### src/rtl/mul_tile_seq_pkg.sv
// Shared types and constants for the tiled sequential multiplier.
// Holds the FSM encoding, tile width and step-count helper.
package mul_tile_seq_pkg;

    typedef enum logic [1:0] {
        IDLE = 2'd0,
        MUL  = 2'd1,
        DONE = 2'd2
    } state_e;

    localparam int TILE_W = 4;

    function automatic int step_count(input int nib);
        return nib * nib;
    endfunction

endpackage

### src/rtl/mul4x4_wt.sv
// 4x4 unsigned multiplier tile reduced to two carry-save rows.
// The caller resolves sum0_o + sum1_o (mod 256) into the product.
module mul4x4_wt
    import mul_tile_seq_pkg::*;
(
    input  logic [TILE_W-1:0]   x_i,
    input  logic [TILE_W-1:0]   y_i,
    output logic [2*TILE_W-1:0] sum0_o,
    output logic [2*TILE_W-1:0] sum1_o
);

    logic [2*TILE_W-1:0] r0, r1, r2, r3;
    logic [2*TILE_W-1:0] s, c;

    always_comb begin
        r0 = {4'b0, x_i & {4{y_i[0]}}};
        r1 = {3'b0, x_i & {4{y_i[1]}}, 1'b0};
        r2 = {2'b0, x_i & {4{y_i[2]}}, 2'b0};
        r3 = {1'b0, x_i & {4{y_i[3]}}, 3'b0};
        // Two 3:2 compressor levels: four rows down to two.
        s      = r0 ^ r1 ^ r2;
        c      = ((r0 & r1) | (r0 & r2) | (r1 & r2)) << 1;
        sum0_o = s ^ c ^ r3;
        sum1_o = ((s & c) | (s & r3) | (c & r3)) << 1;
    end

endmodule

### src/rtl/mul_tile_seq.sv
// Iterative WIDTH x WIDTH unsigned multiplier sharing one 4x4 tile.
// One nibble pair per cycle; partial products shift-accumulated.
module mul_tile_seq
    import mul_tile_seq_pkg::*;
#(
    parameter int WIDTH = 8
)(
    input  logic               clk,
    input  logic               rst,
    input  logic               in_valid,
    output logic               in_ready,
    input  logic [WIDTH-1:0]   a,
    input  logic [WIDTH-1:0]   b,
    output logic               out_valid,
    input  logic               out_ready,
    output logic [2*WIDTH-1:0] p,
    output logic               busy
);

    localparam int NIB   = WIDTH / TILE_W;
    localparam int STEPS = step_count(NIB);
    localparam int IW    = (NIB > 1) ? $clog2(NIB) : 1;
    localparam int PW    = 2 * WIDTH;
    localparam int SHW   = 5;
    localparam logic [IW-1:0] LAST = IW'(NIB - 1);

    if ((WIDTH % TILE_W) != 0 || STEPS < 1 || STEPS > 16) begin : g_bad_width
        $error("mul_tile_seq: WIDTH must be 4, 8, 12 or 16");
    end

    state_e          state_q, state_d;
    logic [WIDTH-1:0] a_q, a_d, b_q, b_d;
    logic [PW-1:0]   acc_q, acc_d, p_q, p_d;
    logic [IW-1:0]   i_q, i_d, j_q, j_d;

    logic [TILE_W-1:0]   a_nib, b_nib;
    logic [2*TILE_W-1:0] sum0, sum1, pp;
    logic [PW-1:0]       pp_ext;
    logic [SHW-1:0]      sh;

    assign a_nib = a_q[TILE_W*int'(i_q) +: TILE_W];
    assign b_nib = b_q[TILE_W*int'(j_q) +: TILE_W];

    mul4x4_wt u_tile (
        .x_i    (a_nib),
        .y_i    (b_nib),
        .sum0_o (sum0),
        .sum1_o (sum1)
    );

    // Exact in 8 bits: a 4x4 product never exceeds 225.
    assign pp     = sum0 + sum1;
    assign pp_ext = PW'(pp);
    assign sh     = SHW'(TILE_W) * (SHW'(i_q) + SHW'(j_q));

    always_ff @(posedge clk or posedge rst) begin
        if (rst) begin
            state_q <= IDLE;
            a_q     <= '0;
            b_q     <= '0;
            acc_q   <= '0;
            p_q     <= '0;
            i_q     <= '0;
            j_q     <= '0;
        end else begin
            state_q <= state_d;
            a_q     <= a_d;
            b_q     <= b_d;
            acc_q   <= acc_d;
            p_q     <= p_d;
            i_q     <= i_d;
            j_q     <= j_d;
        end
    end

    always_comb begin
        state_d = state_q;
        a_d     = a_q;
        b_d     = b_q;
        acc_d   = acc_q;
        p_d     = p_q;
        i_d     = i_q;
        j_d     = j_q;
        unique case (state_q)
            IDLE: begin
                if (in_valid) begin
                    a_d     = a;
                    b_d     = b;
                    acc_d   = '0;
                    i_d     = '0;
                    j_d     = '0;
                    state_d = MUL;
                end
            end
            MUL: begin
                acc_d = acc_q + (pp_ext << sh);
                if (j_q == LAST) begin
                    j_d = '0;
                    i_d = i_q + 1'b1;
                end else begin
                    j_d = j_q + 1'b1;
                end
                if (i_q == LAST && j_q == LAST) begin
                    i_d     = '0;
                    p_d     = acc_d;
                    state_d = DONE;
                end
            end
            DONE: begin
                if (out_ready) begin
                    state_d = IDLE;
                end
            end
            default: state_d = IDLE;
        endcase
    end

    assign in_ready  = (state_q == IDLE);
    assign out_valid = (state_q == DONE);
    assign busy      = (state_q == MUL) || (state_q == DONE);
    assign p         = p_q;

endmodule

### config.mk
export PLATFORM = sky130hd
export DESIGN_NAME = mul_tile_seq
export DESIGN_NICKNAME = d
export VERILOG_FILES = /design/src/rtl/mul_tile_seq_pkg.sv /design/src/rtl/mul4x4_wt.sv /design/src/rtl/mul_tile_seq.sv
export SDC_FILE = /design/constraint.sdc
export NUM_CORES = 1
export LEC_CHECK = 0
export BUFFER_PORTS_ARGS = -buffer_cell sky130_fd_sc_hd__buf_2
export CORE_MARGIN = 1.5
export CORE_UTILIZATION = 45
export DETAILED_ROUTE_END_ITERATION = 10
export GPL_ROUTABILITY_DRIVEN = 0
export SLEW_MARGIN = 20
export SYNTH_ARGS = -nofsm -noshare
export SYNTH_HDL_FRONTEND = slang
export SYNTH_SLANG_ARGS = --single-unit
### constraint.sdc
create_clock -name clk -period 7.3 [get_ports clk]
set_input_delay 1.095 -clock clk [delete_from_list [all_inputs] [get_ports clk]]
set_output_delay 1.095 -clock clk [all_outputs]
set_load 0.01 [all_outputs]
# Word-level counts from Yosys, hierarchy flattened
# Cells that the tools add are included.
# classes
n_shift	3
n_reduce_logical	9
addsub	5
n_eq_ne	6
mux	12
n_bitwise	18
# op_table
operator	n
$pmux W16 S2	1
$and A7 B7 Y7	3
$or A7 B7 Y7	3
$add A16 B16 Y16	1
$and A4 B4 Y4	4
$mux W16	1
$shiftx A8 B4 Y4	2
$shl A8 B4 Y16	1
$add A8 B8 Y8	1
$xor A8 B7 Y8	1
$xor A8 B8 Y8	1
$or A7 B6 Y7	1
$and A4 B6 Y6	1
$and A5 B6 Y6	1
$mux W2	3
$pmux W2 S3	1
$reduce_and A2 Y1	3
$reduce_and A3 Y1	2
$xor A5 B6 Y6	1
$and A4 B5 Y5	1
$xor A4 B5 Y5	1
$mux W1	4
$ne A2 B2 Y1 const B	2
$pmux W1 S2	2
other kinds (10)	11
# word_totals
inputBits	20
out_inout_bits	19
word_cells	60
register_bits	52

# Depth between registers and ports, before layout
# logic_depth
depth_word	12
ltp_mapped	19

# Modules after synthesis
# Synthesis repeated with hierarchy kept, for this count alone.
# unflattened
hier_cells	352
hier_area_um2	3498.4
# by_module_without_submodules
mod	instances	cells_per_inst	area_each_um2
mul_tile_seq	1	318	3219.3
mul4x4_wt	1	34	279.0

# Least setup slack after synthesis
# No wires, ideal clock.
# synth_timing
kind	reg-to-reg
from	register j_q
to	register acc_q[15]
stages_incl_launch_ff	19
arrival_time_ps	4924
path_buffers	1
setup_time_ps	122
path_slack_ps	2254
path_cell_list	dfrtp_1 -> clkbuf_1 -> mux2i_1 -> or2_2 -> fa_1 -> inv_1 -> fa_1 -> ha_1 -> fa_1 -> a21o_1 -> a211oi_1 -> nor3_1 -> ha_1 -> and3_1 -> and3_4 -> a211oi_2 -> o211a_1 -> or3_1 -> a32o_1
# synth_via
elab_chain_len	12
elab_cells_between_ends	24
classes_between	add/sub (3); shift (2); mux (1); bitwise (18)
# synth_rtl
item	line	rtl
start: declaration	mul_tile_seq.sv:34	logic [IW-1:0] i_q, i_d, j_q, j_d;
start signal: assignment	mul_tile_seq.sv:72	j_q <= j_d;
$shiftx A8 B4 Y4	mul_tile_seq.sv:42	assign b_nib = b_q[TILE_W*int'(j_q) +: TILE_W];
$and A4 B4 Y4, on equally long branches	mul4x4_wt.sv:16, mul4x4_wt.sv:17, mul4x4_wt.sv:18	
$and A4 B5 Y5 / $and A4 B6 Y6 (equally long branches)	mul4x4_wt.sv:22	c = ((r0 & r1) | (r0 & r2) | (r1 & r2)) << 1;
$or A7 B7 Y7	mul4x4_wt.sv:22	
$or A7 B6 Y7	mul4x4_wt.sv:22	
$and A7 B7 Y7	mul4x4_wt.sv:24	sum1_o = ((s & c) | (s & r3) | (c & r3)) << 1;
$or A7 B7 Y7 (2 in a row)	mul4x4_wt.sv:24	
$add A8 B8 Y8	mul_tile_seq.sv:52	assign pp = sum0 + sum1;
$shl A8 B4 Y16 *	mul_tile_seq.sv:96	acc_d = acc_q + (pp_ext << sh);
$add A16 B16 Y16 *	mul_tile_seq.sv:96	
$pmux W16 S2 *	mul_tile_seq.sv:84	unique case (state_q)
end signal: assignment	mul_tile_seq.sv:61	acc_q <= '0;
end signal: assignment	mul_tile_seq.sv:69	acc_q <= acc_d;
end: declaration	mul_tile_seq.sv:33	logic [PW-1:0] acc_q, acc_d, p_q, p_d;
# Every way passes the cells marked *; elsewhere a longest branch is shown, timed or not.
# A chain may end at the register's enable or synchronous reset.

# Worst setup path in the final report
# Same ends and word-level chain as after synthesis.

==> flow_metrics.env <==
export IMPL_finalMaxSlewViolations=0
export IMPL_path_depth=17
export IMPL_muxShareOfSynthArea=0.115
export IMPL_seq_area_frac_synth=0.382
export IMPL_use_met2=0.295
export IMPL_hold_path_depth=2
export IMPL_die_h_um=90.0
export IMPL_grt_pass1_wl_mm=12.6
export IMPL_post_route_min_period_ns=5.33
export IMPL_fillers=705
export IMPL_hpwl_mm=5.42
export IMPL_fmax_ghz=0.188
export IMPL_grt_util_all_layers=0.189
export IMPL_synth_async_reset_ratio=1.00
export IMPL_critPathTopFamily="adder cells"
export IMPL_worstSetupStartpointType="register"
export IMPL_drive_above_1_share=0.225
export IMPL_grtUsageMet3=0.0330
export IMPL_vias_per_cell=5.43
export IMPL_ys_types=51
export IMPL_worst_setup_path_end_kind="register"
export IMPL_worst_pin_slew_ns=0.904
export IMPL_drtPass1Iterations=5
export IMPL_clk_latency_ns=0.31
export IMPL_synth_area_mm2=0.00341
export IMPL_synth_edff_count=0
export IMPL_grt_max_degree=53
export IMPL_design_area_mm2=0.00379
export IMPL_cp_required_ns=7.50
export IMPL_io_buffers=38
export IMPL_hold_buffers=0
export IMPL_synth_flop_cell="dfrtp_1"
export IMPL_cts_root_buf="clkbuf_8"
export IMPL_io_pins=39
export IMPL_clkTransAtPathRegs_ns=0.11
export IMPL_numCtsBuffers=5
export IMPL_timing_worst_setup_path_type="reg2reg"
export IMPL_synthAdderAreaFrac=0.137
export IMPL_routedWlPerCell_um=15.0
export IMPL_slew_headroom=0.397
export IMPL_dp_cells=473
export IMPL_finalHoldViolCount=0
export IMPL_h_tree_depth=2
export IMPL_n_antenna_cell=0
export IMPL_antenna_found_initial=0
export IMPL_post_cts_setup_buffers=0
export IMPL_cts_resized=0
export IMPL_syn_avg_cell_area_um2=9.91
export IMPL_nets=434
export IMPL_synth_xor_area_share=0.0283
export IMPL_vias=2613
export IMPL_max_stage_delay_ns=0.58
export IMPL_synth_top_family_by_area="compound AO/OA/AOI/OAI gates"
export IMPL_syn2layout_area_growth_pct=11.2
export IMPL_gr_total_overflow=0
export IMPL_yosys_register_bits=52
export IMPL_core_mm2=0.00729
export IMPL_die_area_mm2=0.00811
export IMPL_outcome="completed"
export IMPL_synthSimpleGateAreaFrac=0.148
export IMPL_cts_sinks=52
export IMPL_arrival_ns=5.53
export IMPL_setup_viol=0
export IMPL_drt_total_wl_mm=7.22
export IMPL_synth_nets=397
export IMPL_rsz0062_at_grt="no"
export IMPL_crit_top_cell="fa_1"
export IMPL_crit_buf_inv=1
export IMPL_drc=0
export IMPL_finalCritPeriodShare=0.730
export IMPL_cts_max_path_buffers=2
export IMPL_drtIter0Drc=182
export IMPL_r2r_cells=17
export IMPL_ant_nets=0
export IMPL_holdCritPathClass="reg2reg"
export IMPL_synthCells=344
export IMPL_path_max_fanout=9
export IMPL_crit_chain="mux2i_1 > or2_2 > fa_1 > inv_1 > fa_1 > ha_1 > fa_1 > a21o_1 > a211oi_1 > nor3_1 > ha_1 > and3_1 > a21boi_2 > a211oi_2 > o211a_1 > or3_1 > a32o_1"
export IMPL_met1_usage=0.277
export IMPL_rows=31
export IMPL_grt_busiest_layer="met2"
export IMPL_dpl_cell_area_mm2=0.00370
export IMPL_cts_tree="yes"
export IMPL_synth_compound_area_frac=0.160
export IMPL_cp_slowest_cell="dfrtp_1"
export IMPL_clock_skew_ns=0.00944
export IMPL_max_cap_violations=0
export IMPL_final_cells=481
export IMPL_yosysWarnings=0
export IMPL_die_w_um=90.0
export IMPL_floorplan_initialDensity=0.467
export IMPL_fin_setup_tns_ns=0
export IMPL_grt_pass1_vias=2570
[cells by family (layout without fill, tap and decap cells)]
logic type      count (synthesis)  after routing
simple gates                  106            106
compound gates                 79             79
mux                            36             36
flops                          52             52
buf+inv                        27             65
xor+xnor                       11             11
fa+ha+maj                      33             33
[area by class of cell]
cell class	instances	area, um2	area share
clock buffer	5	68.8	0.0182
multi-input combinational	265	2000	0.529
inverter	18	70.1	0.0185
sequential	52	1300	0.343
clock inverter	3	23.8	0.00627
tap	99	124	0.0327
timing repair buffer	39	198	0.0522
[worst paths after layout]
check / startpoint / end / slack (ns)
min in group asynchronous: rst / p[14] / 0.88
max in group asynchronous: rst / p[2] / 6.00
setup reg to reg: j_q / acc_q[15] / 1.97
hold reg to reg: p[3] / p[3] / 0.48
setup / recovery: j_q / acc_q[15] / 1.97
hold / removal: p[3] / p[3] / 0.48
[synthesized netlist by cell type (all sizes together), types with 3 or more instances]
master / count / area (um2)
o21a: 4 / 30.0
nand2b: 4 / 25.0
o21ai: 19 / 95.1
a21boi: 3 / 26.3
xor2: 3 / 26.3
or4: 3 / 22.5
fa: 7 / 140
a22o: 13 / 114
and3: 3 / 23.8
a21o: 5 / 38.8
a31oi: 3 / 18.8
mux2: 26 / 293
nand2: 28 / 105
ha: 26 / 325
o31ai: 3 / 22.5
xnor2: 8 / 70.1
nand3: 5 / 25.0
dfrtp: 52 / 1300
nor3: 8 / 40.0
mux2i: 10 / 100
inv: 17 / 63.8
a211oi: 5 / 42.5
a21oi: 14 / 70.1
and2: 6 / 37.5
or2: 5 / 31.3
nor2: 36 / 138
clkbuf: 8 / 30.0
[tightest hold or removal path: cells and delay by family (launching register included)]
family / cells / cell delay, ns
AOI/OAI and AO/OA: 1 / 0.05
DFF: 1 / 0.35
and+or+nand+nor: 1 / 0.05
[registers in the layout, indices dropped and copies added, names as in the netlist]
register	flops
j_q	1
b_q	8
state_q	2
a_q	8
acc_q	16
p	16
i_q	1
[metal layers]
layer | share of wire | vias to the layer above
met5 | 0 | -
met3 | 0.030 | 4
met4 | 0.0065 | 0
li1 | - | 1299
met2 | 0.44 | 47
met1 | 0.53 | 1263
[cells in the final DEF (no fill, tap or decap), types with 10 or more instances in the layout]
cell type / netlist / layout
a22o_1: 13 / 13
buf_2: 1 / 38
nand2_1: 28 / 28
ha_1: 26 / 26
mux2_2: 26 / 26
a21oi_1: 14 / 14
inv_1: 17 / 16
mux2i_1: 10 / 10
dfrtp_1: 52 / 52
nor2_1: 35 / 35
o21ai_0: 19 / 19
[stage by stage]
step	util	hold WS [ns]	setup WS, ns
2_1_floorplan	-	0.456	2.25
3_3_place_gp	0.507	0.460	2.19
3_5_place_dp	0.507	0.469	2.03
4_1_cts	0.520	0.492	2.00
5_1_grt	0.520	0.522	1.69
6_report	0.520	0.485	1.97
Power is left out: the tool's default activity adds up to more than one toggle a clock period on the data nets, which glitch-free logic cannot reach.
